$ cat config.mk
export PLATFORM = sky130hd
export DESIGN_NAME = mac_simd_pipe_flat
export DESIGN_NICKNAME = d
export VERILOG_FILES = /design/src/rtl/mac_simd_pipe_if.sv /design/src/rtl/mac_simd_pipe.sv /design/src/flat_wrapper.sv
export SDC_FILE = /design/constraint.sdc
export NUM_CORES = 1
export LEC_CHECK = 0
export BUFFER_PORTS_ARGS = -buffer_cell sky130_fd_sc_hd__buf_2
export CORE_UTILIZATION = 65
export DETAILED_ROUTE_END_ITERATION = 8
export PLACE_DENSITY = 0.91
export SETUP_SLACK_MARGIN = 0.1
export SLEW_MARGIN = 20
export SYNTH_ARGS = -nofsm -noshare
export SYNTH_HDL_FRONTEND = slang
export SYNTH_SLANG_ARGS = --single-unit
$ cat constraint.sdc
create_clock -name clk -period 9.3 [get_ports clk]
set_input_delay 1.86 -clock clk [delete_from_list [all_inputs] [get_ports clk]]
set_output_delay 1.86 -clock clk [all_outputs]
set_load 0.01 [all_outputs]
$ cat src/rtl/mac_simd_pipe_if.sv
`default_nettype none
// +----------------------------------------------------------------------------+
// | Module   : mac_simd_pipe_if                                                |
// | Purpose  : Operand/result stream bundle for mac_simd_pipe (out_ovf present |
// |            only when MAC_SAT_EN is defined).                               |
// | Revision : 1.0 - initial release                                           |
// +----------------------------------------------------------------------------+
interface mac_simd_pipe_if #(
  parameter int BW    = 8,
  parameter int LANES = 4,
  parameter int GUARD = 4
);
  localparam int ACC_W = 2*BW + GUARD;

  logic                   in_valid;
  logic                   in_ready;
  logic [LANES*BW-1:0]    in_a;
  logic [LANES*BW-1:0]    in_b;
  logic [LANES*ACC_W-1:0] in_c;
  logic                   in_first;
  logic                   in_last;
  logic                   out_valid;
  logic                   out_ready;
  logic [LANES*ACC_W-1:0] out_c;
  logic                   busy;
`ifdef MAC_SAT_EN
  logic [LANES-1:0]       out_ovf;

  modport master (
    output in_valid, in_a, in_b, in_c, in_first, in_last, out_ready,
    input  in_ready, out_valid, out_c, busy, out_ovf
  );
  modport slave (
    input  in_valid, in_a, in_b, in_c, in_first, in_last, out_ready,
    output in_ready, out_valid, out_c, busy, out_ovf
  );
`else
  modport master (
    output in_valid, in_a, in_b, in_c, in_first, in_last, out_ready,
    input  in_ready, out_valid, out_c, busy
  );
  modport slave (
    input  in_valid, in_a, in_b, in_c, in_first, in_last, out_ready,
    output in_ready, out_valid, out_c, busy
  );
`endif
endinterface
`default_nettype wire

$ cat src/rtl/mac_simd_pipe.sv
`default_nettype none
// +----------------------------------------------------------------------------+
// | Module   : mac_simd_pipe                                                   |
// | Purpose  : LANES-wide two-stage (multiply, accumulate) burst MAC engine.   |
// |            Define MAC_SAT_EN for saturating accumulate and out_ovf flags.  |
// | Revision : 1.0 - initial release                                           |
// +----------------------------------------------------------------------------+
module mac_simd_pipe #(
  parameter int BW     = 8,
  parameter int LANES  = 4,
  parameter int GUARD  = 4,
  parameter int SIGNED = 0
) (
  input wire             clk,
  input wire             rst,
  mac_simd_pipe_if.slave bus
);
  localparam int ACC_W = 2*BW + GUARD;
  localparam int PW    = 2*BW;

  logic                        r_s1_valid;
  logic                        r_s1_first;
  logic                        r_s1_last;
  logic [LANES-1:0][PW-1:0]    r_s1_prod;
  logic [LANES-1:0][ACC_W-1:0] r_s1_c;
  logic [LANES-1:0][ACC_W-1:0] r_acc;
  logic [LANES-1:0][ACC_W-1:0] r_out_c;
  logic                        r_out_valid;
  logic                        r_open;

  logic [LANES-1:0][PW-1:0]    w_prod;
  logic [LANES-1:0][ACC_W-1:0] w_next_acc;
  logic                        w_s1_advance;
  logic                        w_accept;

  // Only a last beat can stall, and only when its result slot is still occupied.
  assign w_s1_advance = r_s1_valid & ~(r_s1_last & r_out_valid & ~bus.out_ready);
  assign bus.in_ready = ~rst & (~r_s1_valid | w_s1_advance);
  assign w_accept     = bus.in_valid & bus.in_ready;

`ifdef MAC_SAT_EN
  logic [LANES-1:0] w_sat;
  logic [LANES-1:0] w_ovf_next;
  logic [LANES-1:0] r_ovf_run;
  logic [LANES-1:0] r_out_ovf;

  assign w_ovf_next  = r_s1_first ? w_sat : (r_ovf_run | w_sat);
  assign bus.out_ovf = r_out_ovf;
`endif

  for (genvar l = 0; l < LANES; l++) begin : g_lane
    logic [BW-1:0]    w_a;
    logic [BW-1:0]    w_b;
    logic [PW-1:0]    w_a_ext;
    logic [PW-1:0]    w_b_ext;
    logic [ACC_W-1:0] w_pext;
    logic [ACC_W-1:0] w_base;

    assign w_a = bus.in_a[l*BW +: BW];
    assign w_b = bus.in_b[l*BW +: BW];

    if (SIGNED != 0) begin : g_signed
      assign w_a_ext = {{BW{w_a[BW-1]}}, w_a};
      assign w_b_ext = {{BW{w_b[BW-1]}}, w_b};
      assign w_pext  = {{GUARD{r_s1_prod[l][PW-1]}}, r_s1_prod[l]};
    end else begin : g_unsigned
      assign w_a_ext = {{BW{1'b0}}, w_a};
      assign w_b_ext = {{BW{1'b0}}, w_b};
      assign w_pext  = {{GUARD{1'b0}}, r_s1_prod[l]};
    end

    // Truncated PW-bit product is exact for both encodings after extension.
    assign w_prod[l] = w_a_ext * w_b_ext;
    assign w_base    = r_s1_first ? r_s1_c[l] : r_acc[l];

`ifdef MAC_SAT_EN
    logic [ACC_W:0] w_sum;
    logic           w_ovf;
    if (SIGNED != 0) begin : g_sat_s
      assign w_sum = {w_base[ACC_W-1], w_base} + {w_pext[ACC_W-1], w_pext};
      assign w_ovf = w_sum[ACC_W] ^ w_sum[ACC_W-1];
      assign w_next_acc[l] = !w_ovf        ? w_sum[ACC_W-1:0] :
                             w_sum[ACC_W]  ? {1'b1, {(ACC_W-1){1'b0}}} :
                                             {1'b0, {(ACC_W-1){1'b1}}};
    end else begin : g_sat_u
      assign w_sum = {1'b0, w_base} + {1'b0, w_pext};
      assign w_ovf = w_sum[ACC_W];
      assign w_next_acc[l] = w_ovf ? {ACC_W{1'b1}} : w_sum[ACC_W-1:0];
    end
    assign w_sat[l] = w_ovf;
`else
    assign w_next_acc[l] = w_base + w_pext;
`endif
  end

  always_ff @(posedge clk) begin
    if (rst) begin
      r_s1_valid  <= 1'b0;
      r_s1_first  <= 1'b0;
      r_s1_last   <= 1'b0;
      r_s1_prod   <= '0;
      r_s1_c      <= '0;
      r_acc       <= '0;
      r_out_c     <= '0;
      r_out_valid <= 1'b0;
      r_open      <= 1'b0;
`ifdef MAC_SAT_EN
      r_ovf_run   <= '0;
      r_out_ovf   <= '0;
`endif
    end else begin
      if (w_accept) begin
        r_s1_valid <= 1'b1;
        r_s1_prod  <= w_prod;
        r_s1_c     <= bus.in_c;
        r_s1_first <= bus.in_first;
        r_s1_last  <= bus.in_last;
      end else if (w_s1_advance) begin
        r_s1_valid <= 1'b0;
      end

      if (w_s1_advance) begin
        r_acc <= w_next_acc;
`ifdef MAC_SAT_EN
        r_ovf_run <= w_ovf_next;
`endif
        if (r_s1_last) begin
          r_out_c <= w_next_acc;
          r_open  <= 1'b0;
`ifdef MAC_SAT_EN
          r_out_ovf <= w_ovf_next;
`endif
        end else if (r_s1_first) begin
          r_open <= 1'b1;
        end
      end

      if (w_s1_advance && r_s1_last) begin
        r_out_valid <= 1'b1;
      end else if (bus.out_ready) begin
        r_out_valid <= 1'b0;
      end
    end
  end

  assign bus.out_valid = r_out_valid;
  assign bus.out_c     = r_out_c;
  assign bus.busy      = r_s1_valid | r_out_valid | r_open;

endmodule
`default_nettype wire
$ cat src/flat_wrapper.sv
// flat-port wrapper written by rule: the top's interface ports become plain ports
module mac_simd_pipe_flat 
#(
  parameter int BW     = 8,
  parameter int LANES  = 4,
  parameter int GUARD  = 4,
  parameter int SIGNED = 0
)
  (clk, rst, bus_in_valid, bus_in_a, bus_in_b, bus_in_c, bus_in_first, bus_in_last, bus_out_ready, bus_in_ready, bus_out_valid, bus_out_c, bus_busy);
  mac_simd_pipe_if #(.BW(BW), .LANES(LANES), .GUARD(GUARD)) bus_i ();
  input wire clk;
  input wire rst;
  input wire logic [$bits(bus_i.in_valid)-1:0] bus_in_valid;
  input wire logic [$bits(bus_i.in_a)-1:0] bus_in_a;
  input wire logic [$bits(bus_i.in_b)-1:0] bus_in_b;
  input wire logic [$bits(bus_i.in_c)-1:0] bus_in_c;
  input wire logic [$bits(bus_i.in_first)-1:0] bus_in_first;
  input wire logic [$bits(bus_i.in_last)-1:0] bus_in_last;
  input wire logic [$bits(bus_i.out_ready)-1:0] bus_out_ready;
  output wire logic [$bits(bus_i.in_ready)-1:0] bus_in_ready;
  output wire logic [$bits(bus_i.out_valid)-1:0] bus_out_valid;
  output wire logic [$bits(bus_i.out_c)-1:0] bus_out_c;
  output wire logic [$bits(bus_i.busy)-1:0] bus_busy;
  assign bus_i.in_valid = bus_in_valid;
  assign bus_i.in_a = bus_in_a;
  assign bus_i.in_b = bus_in_b;
  assign bus_i.in_c = bus_in_c;
  assign bus_i.in_first = bus_in_first;
  assign bus_i.in_last = bus_in_last;
  assign bus_i.out_ready = bus_out_ready;
  assign bus_in_ready = bus_i.in_ready;
  assign bus_out_valid = bus_i.out_valid;
  assign bus_out_c = bus_i.out_c;
  assign bus_busy = bus_i.busy;
  mac_simd_pipe #(.BW(BW), .LANES(LANES), .GUARD(GUARD), .SIGNED(SIGNED)) u_core (.clk(clk), .rst(rst), .bus(bus_i));
endmodule
==> impl_metrics.py <==
metrics = {
    "drt": {
        "vias_per_cell": 5.977,
        "drcViolationCount": 0,
        "antenna_left": 0,
        "dr.pass1.iters": 5,
        "drt_iter0_drc": 1582,
        "detail_route.wirelength_um": 59540,
        "vias": 19945,
        "wl_per_cell_um": 17.84,
    },
    "cts": {
        "cts_buffer_depth": 3,
        "clk_pin_slew_ns": 0.06,
        "cts_setup_buffers": 0,
        "cts_made_buffers": 34,
        "cts_hold_repair.buffers": 0,
        "clock-sinks": 309,
        "h-tree-depth": 2,
        "clk_latency_ns": 0.52,
        "tritoncts": "built",
        "cts_resized": 0,
        "cts_root_buffer": "clkbuf_16",
    },
    "placed_design": {
        "io_buffers": 232,
        "dp_hpwl_um": 43070,
        "place.gp.congestion": 0.9363,
        "dp_slack_ns": 3.190,
    },
    "synthesis": {
        "yosysMostFrequentCell": "nand2_1",
        "ys_seq_area_frac": 0.2705,
        "yosys.area.top_type_share": 0.2705,
        "yosys_warnings": 0,
        "synth_seq_cells": 309,
        "synth-main-ff-cell": "dfxtp_1",
        "postSynthCellCount": 2695,
        "async_reset_ff_frac": 0,
        "synth_area_leaders": "dfxtp_1 27%, fa_1 13%, ha_1 11%",
        "postSynthAreaPerCell_sq_um": 8.485,
        "syn-cell-area_sq_um": 22870,
        "synth_area_leader_cell": "dfxtp_1",
        "synthesis.nets": 3201,
        "synth_edf_count": 0,
        "synth_cell_types": 77,
        "synth_common_cells": "453 x nand2_1, 309 x dfxtp_1, 211 x and2_1, 208 x ha_1, 206 x inv_1",
    },
    "sta": {
        "hold_violations": 0,
        "setup_slack_ns": 3.682,
        "relSlewSlack": 0.2407,
        "setup_tns_ns": 0,
        "slew_violations": 0,
        "finalCritPeriodShare": 0.6041,
        "fmax_mhz": 178.0,
        "tightest_slew_ns": 1.136,
        "grt_setup_unrepaired": "false",
        "clock-skew-final_ns": 0.01387,
        "setup-violations-final": 0,
        "fin_crit_ns": 5.618,
        "whs_ns": 0.4499,
    },
    "floorplanning": {
        "dieHeight_um": 189.6,
        "std_cell_rows": 68,
        "fp.dieW_um": 189.6,
        "io_pins": 233,
        "core_sq_um": 34540,
        "dieArea_sq_um": 35940,
        "start_util": 0.6620,
    },
    "global_routing": {
        "grt_max_degree": 102,
        "antenna_found_initial": 1,
        "grtUsageTotal": 0.3326,
        "grt_overflow": 0,
        "grt_pass1_vias": 20171,
        "grt_pass1_wl_um": 97820,
    },
    "pwr": {
        "p_leak_uw": 0.01217,
        "vdd_drop_max_mv": 0.1507,
        "p_per_area_nw_per_um2": 194.5,
    },
    "layout": {
        "final_nets": 3364,
        "area.growth.synth_to_final_pct": 10.89,
        "drive_gt1_frac": 0.1372,
    },
    "worst_hold_path": {
        "hold_class": "reg -> reg",
        "holdPathStages": 2,
    },
    "worst_setup_path": {
        "worst_setup_path_end_kind": "flip-flop",
        "cp-start-kind": "input pin",
        "cp_max_fo": 8,
        "reg2reg_depth": 10,
        "setup.worst_path.class": "in -> reg",
        "crit_slowest_cell": "fa_1",
        "cp.required_ns": 9.66,
        "path_cells": "buf_2, and2_1, fa_1, fa_1, inv_1, fa_1, fa_1, inv_1, ha_1, nand2_1, o21ai_0, or4_1, a2111oi_0, nor3_1, xnor2_1, o21ai_0",
        "cpMostUsedCell": "fa_1",
        "slowest_delay_ns": 0.50,
        "cp_data_arrival_time_ns": 5.98,
    },
    "run": {
        "cap_violations": 0,
    },
    "status": {
        "status": "finished, final reports clean",
    },
}
metrics by stage:
stage | total power [uW] | util | std cells | area (sq um)
after floorplan | 3063 | - | 2695 | 22870
final | 4931 | 0.7341 | 3337 | 25360
after detailed placement | 3535 | 0.7019 | 3277 | 24250
after global routing | 5254 | 0.7340 | 3336 | 25360
after global placement | 3433 | 0.7019 | 3277 | 24250
after CTS | 4906 | 0.7340 | 3335 | 25350
cell usage in the layout (no fill, tap or decap), drive strengths merged, types with 13 or more instances in the layout:
master	instances
inv	209
a22o	27
o21ai	134
clkbuf	47
ha	208
and3	13
mux2i	16
fa	148
mux2	62
a21oi	149
nand2b	16
nor2	77
and2	212
a21o	26
buf	243
dfxtp	309
nor2b	22
xnor2	56
nand3	168
o31ai	15
nor3	28
o21a	28
nand2	454
xor2	39
a211oi	31
path summary, 6_finish.rpt:
| kind | start | endpoint | slack (ns) |
|---|---|---|---|
| hold reg to reg | u_core.bus.out_c[65] | u_core.bus.out_c[65] | 0.45 |
| hold / removal | u_core.bus.out_c[65] | u_core.bus.out_c[65] | 0.45 |
| setup / recovery | bus_in_b[2] | u_core.g_lane[0].w_pext[12] | 3.68 |
| setup reg to reg | u_core.r_s1_first | u_core.r_acc[35] | 5.10 |
final cells by class:
class	instances	area, sq um
multi-input combinational	2064	15470
fill	2553	9185
sequential	309	6190
timing repair buffer	243	1246
clock buffer	47	980.9
inverter	206	775.7
tap	455	569.3
clock inverter	11	125.1
antenna	2	5.005
metal layers:
| layer | wire, um | global-route usage | vias up |
|---|---|---|---|
| met1 | 24330 | 0.4191 | 9582 |
| met3 | 4118 | 0.04021 | 141 |
| met5 | 0 | 0 | - |
| met2 | 29390 | 0.5864 | 787 |
| met4 | 1711 | 0.1154 | 0 |
| li1 | - | - | 9435 |
kinds of logic after synthesis:
logic type | count (synthesis) | share of synthesized area
compound gates | 496 | 0.1401
xor+xnor | 95 | 0.03638
fa+ha+maj | 356 | 0.2434
buf+inv | 322 | 0.05433
flops | 309 | 0.2705
mux | 78 | 0.03753
simple gates | 1039 | 0.2178
sequential cells by signal, indices dropped and copies added (netlist names):
register / flops
u_core.r_s1_last: 1
u_core.r_s1_first: 1
u_core.r_s1_c: 80
u_core.g_lane.w_pext: 64
u_core.r_open: 1
u_core.r_s1_valid: 1
u_core.r_acc: 80
u_core.bus.out_c: 80
u_core.bus.out_valid: 1
power by group:
group          switching, uW  internal, uW  total, uW
combinational           1170           854       2020
clock                    561           797       1360
sequential              89.5          1460       1550
worst max-delay path: cells and delay by family:
kind                     cells  cell delay (ns)
adder cells (fa/ha/maj)      5             2.26
buffers and inverters        3             0.23
AO/OA/AOI/OAI                3             0.60
XOR/XNOR                     1             0.14
AND/OR/NAND/NOR              4             0.89
Power figures use the tool's default switching activity.
